### src/rtl/adc_scanner_if.sv
// adc_scanner_if: 24-bit command/result channel pair between a host and adc_scanner.
//   in_data  [23:16] opcode, [15:0] argument
//   in_wr    one-cycle command strobe
//   out_data [23] scan, [22] overrun, [18:16] channel, [15:0] result
//   out_wr   result valid, held until out_ack
//   out_ack  consumer accepts out_data in any cycle with out_wr=1
interface adc_scanner_if;
  logic [23:0] in_data;
  logic        in_wr;
  logic [23:0] out_data;
  logic        out_wr;
  logic        out_ack;

  modport master (output in_data, in_wr, out_ack, input out_data, out_wr);
  modport slave  (input in_data, in_wr, out_ack, output out_data, out_wr);
endinterface

### src/rtl/adc_scanner.sv
// adc_scanner: MCP3008-style SPI ADC front end with host single conversions and
// an autonomous averaged channel scan at a programmable period.
//   clk, rst_n        system clock, async active-low reset
//   adc_cs/clk/di/do  SPI mode 0 pins (CS active low, SCLK idles low)
//   host              command/result channel (adc_scanner_if.slave)
//   busy              frame, gap or pending single in progress
module adc_scanner #(
  parameter int CHANNELS = 8,
  parameter int DIV      = 5,
  parameter int AVG_LOG2 = 2
) (
  input  logic         clk,
  input  logic         rst_n,
  output logic         adc_cs,
  output logic         adc_clk,
  output logic         adc_di,
  input  logic         adc_do,
  output logic         busy,
  adc_scanner_if.slave host
);
  localparam int ACC_W = 10 + AVG_LOG2;
  localparam int SMP_W = AVG_LOG2 + 1;
  localparam int DIV_W = $clog2(DIV);
  localparam int GAP_W = $clog2(2 * DIV);

  typedef enum logic [2:0] {IDLE, SHIFT, GAP, ACCUM, WAIT_PERIOD} state_t;

  state_t                state, state_n;
  logic [DIV_W-1:0]      div_cnt;
  logic [5:0]            half;
  logic [GAP_W-1:0]      gap_cnt;
  logic [9:0]            sr;
  logic [5:0]            mosi;
  logic [2:0]            cur_ch;
  logic                  cur_scan;
  logic                  pend_vld;
  logic [2:0]            pend_ch;
  logic [CHANNELS-1:0]   mask;
  logic [15:0]           period;
  logic [15:0]           tmr;
  logic [2:0]            ptr;
  logic [ACC_W-1:0]      acc;
  logic [SMP_W-1:0]      smp_cnt;
  logic                  ovr;
  logic [23:0]           out_data_q;
  logic                  out_wr_q;

  // command decode
  logic [7:0] op;
  logic       cmd_single, single_req;
  logic [2:0] single_ch;
  assign op         = host.in_data[23:16];
  assign cmd_single = host.in_wr && (op == 8'h00);
  assign single_req = cmd_single || pend_vld;
  // a fresh single overrides an older pending one
  assign single_ch  = cmd_single ? host.in_data[2:0] : pend_ch;

  // channel selection: next set bit above ptr, else wrap to lowest set bit
  logic [7:0] mask8;
  logic [2:0] lo_ch, up_ch, nxt_ch, scan_ch;
  logic       up_found, nxt_wrap;
  assign mask8 = 8'(mask);
  always_comb begin
    lo_ch    = '0;
    up_ch    = '0;
    up_found = 1'b0;
    for (int c = CHANNELS - 1; c >= 0; c--) begin
      if (mask[c]) begin
        lo_ch = 3'(c);
        if (c > int'(ptr)) begin
          up_ch    = 3'(c);
          up_found = 1'b1;
        end
      end
    end
  end
  assign nxt_ch   = up_found ? up_ch : lo_ch;
  assign nxt_wrap = !up_found;
  // if the current channel was dropped from the mask, move on (and discard)
  assign scan_ch  = mask8[ptr] ? ptr : nxt_ch;

  logic tick, grp_done, pub;
  logic [ACC_W-1:0] acc_sum, avg_full;
  logic [9:0]       pub_res;
  assign tick     = (div_cnt == DIV_W'(DIV - 1));
  assign grp_done = (smp_cnt == SMP_W'((1 << AVG_LOG2) - 1));
  assign acc_sum  = acc + ACC_W'(sr);
  assign avg_full = acc_sum >> AVG_LOG2;
  assign pub_res  = cur_scan ? avg_full[9:0] : sr;
  assign pub      = (state == GAP && gap_cnt == '0 && !cur_scan) ||
                    (state == ACCUM && grp_done);

  // next state and frame start
  logic       start, start_scan;
  logic [2:0] start_ch;
  always_comb begin
    state_n    = state;
    start      = 1'b0;
    start_scan = 1'b0;
    start_ch   = single_ch;
    unique case (state)
      IDLE, WAIT_PERIOD: begin
        if (single_req) begin
          start   = 1'b1;
          state_n = SHIFT;
        end else if (mask != '0 && tmr == '0) begin
          start      = 1'b1;
          start_scan = 1'b1;
          start_ch   = scan_ch;
          state_n    = SHIFT;
        end else if (mask == '0) begin
          state_n = IDLE;
        end
      end
      SHIFT:   if (tick && half == 6'd35) state_n = GAP;
      GAP:     if (gap_cnt == GAP_W'(2 * DIV - 1)) state_n = cur_scan ? ACCUM : IDLE;
      // the period counts from the end of the gap to the next CS fall
      ACCUM:   state_n = (grp_done && nxt_wrap && period >= 16'd2) ? WAIT_PERIOD : IDLE;
      default: state_n = IDLE;
    endcase
  end

  always_ff @(posedge clk or negedge rst_n) begin
    if (!rst_n) state <= IDLE;
    else        state <= state_n;
  end

  always_ff @(posedge clk or negedge rst_n) begin
    if (!rst_n) begin
      adc_cs     <= 1'b1;
      adc_clk    <= 1'b0;
      div_cnt    <= '0;
      half       <= '0;
      gap_cnt    <= '0;
      sr         <= '0;
      mosi       <= '0;
      cur_ch     <= '0;
      cur_scan   <= 1'b0;
      pend_vld   <= 1'b0;
      pend_ch    <= '0;
      mask       <= '0;
      period     <= '0;
      tmr        <= '0;
      ptr        <= '0;
      acc        <= '0;
      smp_cnt    <= '0;
      ovr        <= 1'b0;
      out_data_q <= '0;
      out_wr_q   <= 1'b0;
    end else begin
      if (tmr != '0) tmr <= tmr - 16'd1;

      if (host.in_wr) begin
        unique case (op)
          8'h01:   mask   <= host.in_data[CHANNELS-1:0];
          8'h02:   period <= host.in_data[15:0];
          8'h03:   mask   <= '0;
          default: ;
        endcase
      end

      if (start && !start_scan) pend_vld <= 1'b0;
      else if (cmd_single) begin
        pend_vld <= 1'b1;
        pend_ch  <= host.in_data[2:0];
      end

      if (start) begin
        adc_cs   <= 1'b0;
        adc_clk  <= 1'b0;
        div_cnt  <= '0;
        half     <= '0;
        gap_cnt  <= '0;
        cur_ch   <= start_ch;
        cur_scan <= start_scan;
        mosi     <= {3'b011, start_ch};
        if (start_scan) begin
          ptr <= scan_ch;
          if (!mask8[ptr]) begin
            acc     <= '0;
            smp_cnt <= '0;
          end
        end
      end else if (state == SHIFT) begin
        if (tick) begin
          div_cnt <= '0;
          half    <= half + 6'd1;
          adc_clk <= ~adc_clk;
          if (!adc_clk) sr   <= {sr[8:0], adc_do};   // rising edge: sample MISO
          else          mosi <= {mosi[4:0], 1'b0};   // falling edge: next MOSI bit
          if (half == 6'd35) adc_cs <= 1'b1;
        end else begin
          div_cnt <= div_cnt + DIV_W'(1);
        end
      end else if (state == GAP) begin
        gap_cnt <= gap_cnt + GAP_W'(1);
      end else if (state == ACCUM) begin
        if (grp_done) begin
          acc     <= '0;
          smp_cnt <= '0;
          ptr     <= nxt_ch;
          if (nxt_wrap && period >= 16'd2) tmr <= period - 16'd2;
        end else begin
          acc     <= acc_sum;
          smp_cnt <= smp_cnt + SMP_W'(1);
        end
      end

      // result register: a result arriving while one is still held is dropped
      if (pub) begin
        if (!out_wr_q || host.out_ack) begin
          out_data_q <= {cur_scan, ovr, 3'b000, cur_ch, 6'b0, pub_res};
          out_wr_q   <= 1'b1;
          ovr        <= 1'b0;
        end else begin
          ovr <= 1'b1;
        end
      end else if (host.out_ack) begin
        out_wr_q <= 1'b0;
      end
    end
  end

  assign adc_di        = mosi[5];
  assign host.out_data = out_data_q;
  assign host.out_wr   = out_wr_q;
  assign busy          = pend_vld || !(state == IDLE || state == WAIT_PERIOD);
endmodule
### src/flat_wrapper.sv
// flat-port wrapper written by rule: the top's interface ports become plain ports
module adc_scanner_flat 
#(
  parameter int CHANNELS = 8,
  parameter int DIV      = 5,
  parameter int AVG_LOG2 = 2
)
  (clk, rst_n, adc_cs, adc_clk, adc_di, adc_do, busy, host_in_data, host_in_wr, host_out_ack, host_out_data, host_out_wr);
  adc_scanner_if host_i ();
  input  logic clk;
  input  logic rst_n;
  output logic adc_cs;
  output logic adc_clk;
  output logic adc_di;
  input  logic adc_do;
  output logic busy;
  input wire logic [$bits(host_i.in_data)-1:0] host_in_data;
  input wire logic [$bits(host_i.in_wr)-1:0] host_in_wr;
  input wire logic [$bits(host_i.out_ack)-1:0] host_out_ack;
  output wire logic [$bits(host_i.out_data)-1:0] host_out_data;
  output wire logic [$bits(host_i.out_wr)-1:0] host_out_wr;
  assign host_i.in_data = host_in_data;
  assign host_i.in_wr = host_in_wr;
  assign host_i.out_ack = host_out_ack;
  assign host_out_data = host_i.out_data;
  assign host_out_wr = host_i.out_wr;
  adc_scanner #(.CHANNELS(CHANNELS), .DIV(DIV), .AVG_LOG2(AVG_LOG2)) u_core (.clk(clk), .rst_n(rst_n), .adc_cs(adc_cs), .adc_clk(adc_clk), .adc_di(adc_di), .adc_do(adc_do), .busy(busy), .host(host_i));
endmodule
### config.mk
export PLATFORM = sky130hd
export DESIGN_NAME = adc_scanner_flat
export DESIGN_NICKNAME = d
export VERILOG_FILES = /design/src/rtl/adc_scanner_if.sv /design/src/rtl/adc_scanner.sv /design/src/flat_wrapper.sv
export SDC_FILE = /design/constraint.sdc
export NUM_CORES = 1
export LEC_CHECK = 0
export CELL_PAD_IN_SITES_DETAIL_PLACEMENT = 0
export CELL_PAD_IN_SITES_GLOBAL_PLACEMENT = 2
export CORE_ASPECT_RATIO = 0.75
export CORE_UTILIZATION = 34
export DETAILED_ROUTE_END_ITERATION = 16
export PLACE_DENSITY_LB_ADDON = 0.05
export SLEW_MARGIN = 20
export SYNTH_ARGS = -nofsm -noshare
export SYNTH_HDL_FRONTEND = slang
export SYNTH_SLANG_ARGS = --single-unit
### constraint.sdc
create_clock -name clk -period 2.4 [get_ports clk]
set_input_delay 0.48 -clock clk [delete_from_list [all_inputs] [get_ports clk]]
set_output_delay 0.48 -clock clk [all_outputs]
set_load 0.005 [all_outputs]
# After elaboration in Yosys (flattened, before gate mapping)
# Cells that the tools add are included.
[totals]
output_inout_bits = 29
inputBits = 29
register_bits = 117
[classes]
n_lt_le_gt_ge = 9
bitwise_logic = 2
n_reduce_logical = 50
n_mux = 112
addsub = 7
eq_ne = 19
[ops]
columns = ["operator", "count"]
rows = [
  ["two-way mux 3 bit", 50],
  ["two-way mux 16 bit", 7],
  ["two-way mux 12 bit", 7],
  ["two-way mux 6 bit", 7],
  ["two-way mux 1 bit", 33],
  ["nonzero test 2 bit", 10],
  ["== test 8 x 2 -> 1 bit (second input constant)", 2],
  ["greater-or-equal comparator 16 x 2 -> 1 bit (second input constant)", 1],
  ["logical NOT 16 bit", 1],
  ["logical NOT 8 bit", 2],
  ["one-hot mux 8 bit (2 select lines)", 1],
  ["nonzero test 16 bit", 1],
  ["subtractor 16 x 1 -> 16 bit (second input constant)", 1],
  ["subtractor 16 x 2 -> 16 bit (second input constant)", 1],
  ["adder 12 x 10 -> 12 bit", 1],
  ["> comparator 3 bit (first input constant)", 4],
  ["two-way mux 4 bit", 3],
  ["one-hot mux 3 bit (4 select lines)", 1],
  ["AND reduction 2 bit", 6],
  ["logical AND 1 bit", 10],
  ["two-way mux 10 bit", 1],
  ["AND reduction 5 bit", 2],
  ["== test 3 x 2 -> 1 bit (second input constant)", 3],
  ["AND reduction 3 bit", 3],
  ["24 further kinds", 41],
]

# Longest topological paths before layout
[logic_depth]
depth_word = 23
depth_mapped = 9
depth_no_buf = 8

# Worst setup path after synthesis
# No wires, ideal clock.
[synth_path]
path_kind = "reg-to-reg"
from = "register u_core.tmr[9]"
to = "register u_core.acc[3]"
setup_slack_ps = -153
path_stages_with_launch = 8
arrival_time_ps = 2432
setup_ps = 121
cell_sequence = "dfrtp_1 or4_4 or4_4 nor4_4 and3_4 nor2_4 buf_6 a22o_1"
[synth_via]
elab_chain_cells = 7
elab_cells_between_ends = 14
[synth_rtl]
columns = ["item", "line_no", "text"]
rows = [
  ["from (decl)", "adc_scanner.sv:40", "logic [15:0] tmr;"],
  ["from (signal assigned)", "adc_scanner.sv:151", "if (tmr != '0) tmr <= tmr - 16'd1;"],
  ["from (signal assigned)", "adc_scanner.sv:202", "if (nxt_wrap && period >= 16'd2) tmr <= period - 16'd2;"],
  ["logical NOT 16 bit *", "adc_scanner.sv:106", "end else if (mask != '0 && tmr == '0) begin"],
  ["logical AND 1 bit *", "adc_scanner.sv:106", ""],
  ["two-way mux 1 bit *", "adc_scanner.sv:106", ""],
  ["two-way mux 1 bit", "adc_scanner.sv:103", "if (single_req) begin"],
  ["two-way mux 1 bit", "adc_scanner.sv:101", "unique case (state)"],
  ["inequality test 2 bit (no source line), or another cell as far along", "-", ""],
  ["AND reduction 5 bit (no source line)", "-", ""],
  ["to (signal assigned)", "adc_scanner.sv:204", "acc <= acc_sum;"],
  ["to (decl)", "adc_scanner.sv:42", "logic [ACC_W-1:0] acc;"],
]
# Every way passes the cells marked *; elsewhere a longest branch is shown, timed or not.
# A chain may end at the register's enable or synchronous reset.

# Final worst setup path
[layout_path]
from = "register u_core.tmr[8]"
to = "register u_core.state[0]"
[layout_via]
elab_chain_cells = 5
elab_cells_between_ends = 7
[layout_rtl]
columns = ["item", "line_no", "text"]
rows = [
  ["logical NOT 16 bit *", "adc_scanner.sv:106", ""],
  ["logical AND 1 bit *", "adc_scanner.sv:106", ""],
  ["two-way mux 3 bit", "adc_scanner.sv:106", ""],
  ["two-way mux 3 bit", "adc_scanner.sv:103", ""],
  ["one-hot mux 3 bit (4 select lines)", "adc_scanner.sv:101", ""],
  ["to (signal assigned)", "adc_scanner.sv:125", "else state <= state_n;"],
  ["to (decl)", "adc_scanner.sv:28", "state_t state, state_n;"],
]
# Marks and branches as above.

==> results.md <==
- Kind of critical path: flop to flop
- FF+latch area: 2930 sq um
- Highest Clock Rate: 0.410 GHz
- Leak: approximately 4.0 nW
- Failing checks: setup timing
- Critical Path Sink Type: flop
- Horiz. Die Dim: 162 microns
- Worst-Margin Slew: 0.638 ns
- Multi-input logic area: around 3600 sq um
- Core Region: 18,600 sq um
- Fin crit share: 102%
- Max-cap violations: 0
- Die height: approximately 120 microns
- Max IR drop VDD: 0.413 mV
- Top cell type by total area after synthesis: dfrtp_1
- PortBufs: 48
- Initial DRC count: 339
- Worst R2R End: u_core.state[0]$_DFFE_PN0P_
- Drt wl/cell: 16.0 microns
- Met1 Use GR: 25.4%
- # diodes: 0
- Tot Pwr: between 5 and 6 mW
- Synth Cell Area: 6510 sq um
- CP required: roughly 2.7 ns
- GRT busiest layer: met2
- Drt drc: 0
- Met2 usage: 26.2%
- Crit Path Max Fanout: 3
- Via density: between 5 and 6
- GR Overflow Total: 0
- CP bufs+invs: 3
- Layout cells sized above 1: 26.1%
- Yosys reg bits: 117
- CP top delay family: simple AND/OR/NAND/NOR gates
- Grt met3 use: 4.73%
- First-pass GRT wire length: 26.9 mm
- Clock latency on the worst-skew pair: roughly 0.42 ns
- Final Hold Viols: 0
- Initial DRT Pass Iterations: 4
- Initial antenna violation count: 0
- Final setup margin: -0.0379 ns
- Reg clk slew, reported paths: around 0.060 ns
- Post-CTS Hold Buffers: 0
- Final non-filler cell total: around 1,000
- Most frequently used flop master after synthesis: dfrtp_1
- Fill cell count: 1,798
- Number of vias in the routed layout: 5,146
- Area contributors post-synth: dfrtp_1, mux2_2, mux2i_1, ha_1, nand2_1
- Area growth, synth to finish: 33.3%
- CTS Buffer Depth: 2
- Synth Area in Adders: 3.96%
- # IOs: 58
- Starting Density: 35.0%
- Synth warn: 0
- Flop2flop setup slack: -0.04 ns
- Final #Nets: 818
- HP Class: input pin to asynchronous set/reset pin
- Clock skew: 0.0100 ns
- Critical path cell sequence: or4_4 -> or4_4 -> buf_4 -> buf_6 -> nor3_4 -> buf_6 -> o311ai_4 -> a21o_1 -> o21ai_1
- Worst reg2reg startpoint: u_core.tmr[8]$_DFF_PN0_
- Area after DPL: between 7000 and 8000 sq um
- PwrDens: 591 nW/um^2
- Crit path max-delay cell type: or4_4
- Number of nets with antenna violations after routing: 0
- TritonCTS clock tree: yes
- Largest net degree at the start of global routing: 48
- CTS buffer count: 17
- Post-Route WL: 16.4 mm
- Post-Place Cells: 991
- Clock tree sinks: roughly 120
- Delay of the slowest critical-path stage: about 0.54 ns
- Largest family of logic cells by synthesized area: simple AND/OR/NAND/NOR gates
- Slew Limit Fails: 0
- Relative slew slack: about 57%
- Synth async-reset ratio: 100%
- Post-synth EDFFs: 0
- Startpoint Class: flop
- Status: finished with violations
- Rows: 43
- Multiplexer share of the synthesized area: 11.9%
- Share of the synthesized area in the top cell type: 44.6%
- Synth unique cells: about 70
- Final core utilization: approximately 47%
- GRT Total Usage: approximately 18%
- Placer Congestion: 0.814
- Minimum clock period: 2.44 ns
- Clock root buffer: clkbuf_16
- Post-Synth XOR/XNOR Area: 5.38%
- Most common cell in the netlist: dfrtp_1
- Cells on worst reg2reg path: 9
- Setup violators final: 7
- Post-synthesis simple-gate area fraction: 17.6%
- Vias in the first global route: 5,113
- Synth Area in Compound Gates: 12.9%
- Die area: between 15,000 and 20,000 sq um
- H-tree levels: 4
- Arrival time worst endpoint: about 2.8 ns
- Post-DP HPWL: 11.9 mm
- Syn_area_per_cell: 10.2 sq um
- Cell area after layout: 8680 sq um
- Unrepaired setup endpoints after global routing: true
- Worst hold slack: 0.0888 ns
- Commonest cells post-synth: dfrtp_1, nand2_1, nor2_1
- Seq/Total Area, Yosys: 45.0%
- Gate count of the mapped netlist: 636
[where the power goes]
part	internal (mW)	switching, mW
logic	0.224	0.251
clock network	1.74	0.899
registers	2.00	0.0238
total	3.96	1.17
[layout by cell type, fill, tap and decap left out, types with 8 or more instances in the layout]
master / Yosys / routed
conb_1: 1 / 9
nand3_1: 10 / 10
ha_1: 19 / 19
nor4_1: 9 / 9
dfrtp_1: 116 / 116
clkbuf_16: 0 / 17
clkdlybuf4s50_1: 0 / 47
inv_1: 14 / 14
o21a_1: 8 / 8
a21oi_1: 21 / 20
xnor2_1: 23 / 23
nor3b_1: 9 / 9
xor2_1: 17 / 17
mux2_2: 39 / 37
nor3_1: 14 / 13
nand2b_1: 17 / 17
nor2_1: 46 / 43
nor2b_1: 9 / 9
mux2i_1: 29 / 29
nand2_1: 62 / 61
o21ai_0: 36 / 32
buf_4: 9 / 78
[registers in the layout, summed over array words and instances, names as in the netlist]
register,cells
u_core.adc_cs,1
u_core.mask,8
u_core.sr,10
u_core.ovr,1
u_core.ptr,3
u_core.cur_ch,3
u_core.acc,12
u_core.smp_cnt,3
u_core.gap_cnt,4
u_core.state,3
u_core.pend_vld,1
u_core.period,16
u_core.host.out_data,15
u_core.host.out_wr,1
u_core.cur_scan,1
u_core.div_cnt,3
u_core.pend_ch,3
u_core.adc_clk,1
u_core.mosi,6
u_core.half,6
u_core.tmr,16
[worst max path at each step]
stage	startpoint	to	slack, ns	cells past startpoint
finish	u_core.tmr[8]$_DFF_PN0_	u_core.state[0]$_DFFE_PN0P_	-0.04	9
floorplan	u_core.tmr[9]$_DFF_PN0_	u_core.acc[3]$_DFFE_PN0P_	-0.11	7
detailed placement	host_in_data[22]	u_core.cur_ch[1]$_DFFE_PN0P_	-0.54	7
global placement	host_in_data[22]	u_core.cur_ch[1]$_DFFE_PN0P_	-0.49	7
CTS	u_core.tmr[8]$_DFF_PN0_	u_core.acc[10]$_DFFE_PN0P_	-0.12	7
global route	u_core.tmr[8]$_DFF_PN0_	u_core.state[0]$_DFFE_PN0P_	-0.17	9
[stage by stage]
step / setup TNS, ns / setup WS (ns)
global placement: -19.07 / -0.495
CTS: -0.613 / -0.119
detailed placement: -19.13 / -0.535
floorplan: -1.25 / -0.111
global route: -2.07 / -0.171
finish: -0.145 / -0.0379
[what timing repair did]
action | in CTS | in global routing
resized for setup | 13 | 27
setup endpoints to repair | 40 | 45
pin swaps | 10 | 16
gates cloned | 0 | 1
buffers inserted | 1 | 6
[per-layer routing]
| layer | vias to the layer above | part of all wire, % |
|---|---|---|
| met4 | 0 | 0.69 |
| met2 | 66 | 43 |
| met1 | 2514 | 53 |
| li1 | 2558 | - |
| met3 | 8 | 2.9 |
| met5 | - | 0 |
[cell type report]
class | count | area share (%)
Multi-Input combinational cell | 484 | 41.2
Sequential cell | 117 | 33.7
Timing Repair Buffer | 135 | 13.9
Clock buffer | 23 | 5.62
Tap cell | 247 | 3.56
Clock inverter | 9 | 1.44
Inverter | 14 | 0.605
[cell families (layout without fill, tap and decap cells)]
| group | after synthesis | count (layout) |
|---|---|---|
| AOI/OAI and AO/OA | 126 | 126 |
| xor gates and xnor gates | 40 | 40 |
| adders and majority gates | 20 | 20 |
| buffers and inverters | 44 | 181 |
| DFF | 117 | 117 |
| muxes | 70 | 70 |
| other | 1 | 9 |
| and+or+nand+nor | 218 | 219 |
No activity file was read; power rests on OpenSTA's default activity.
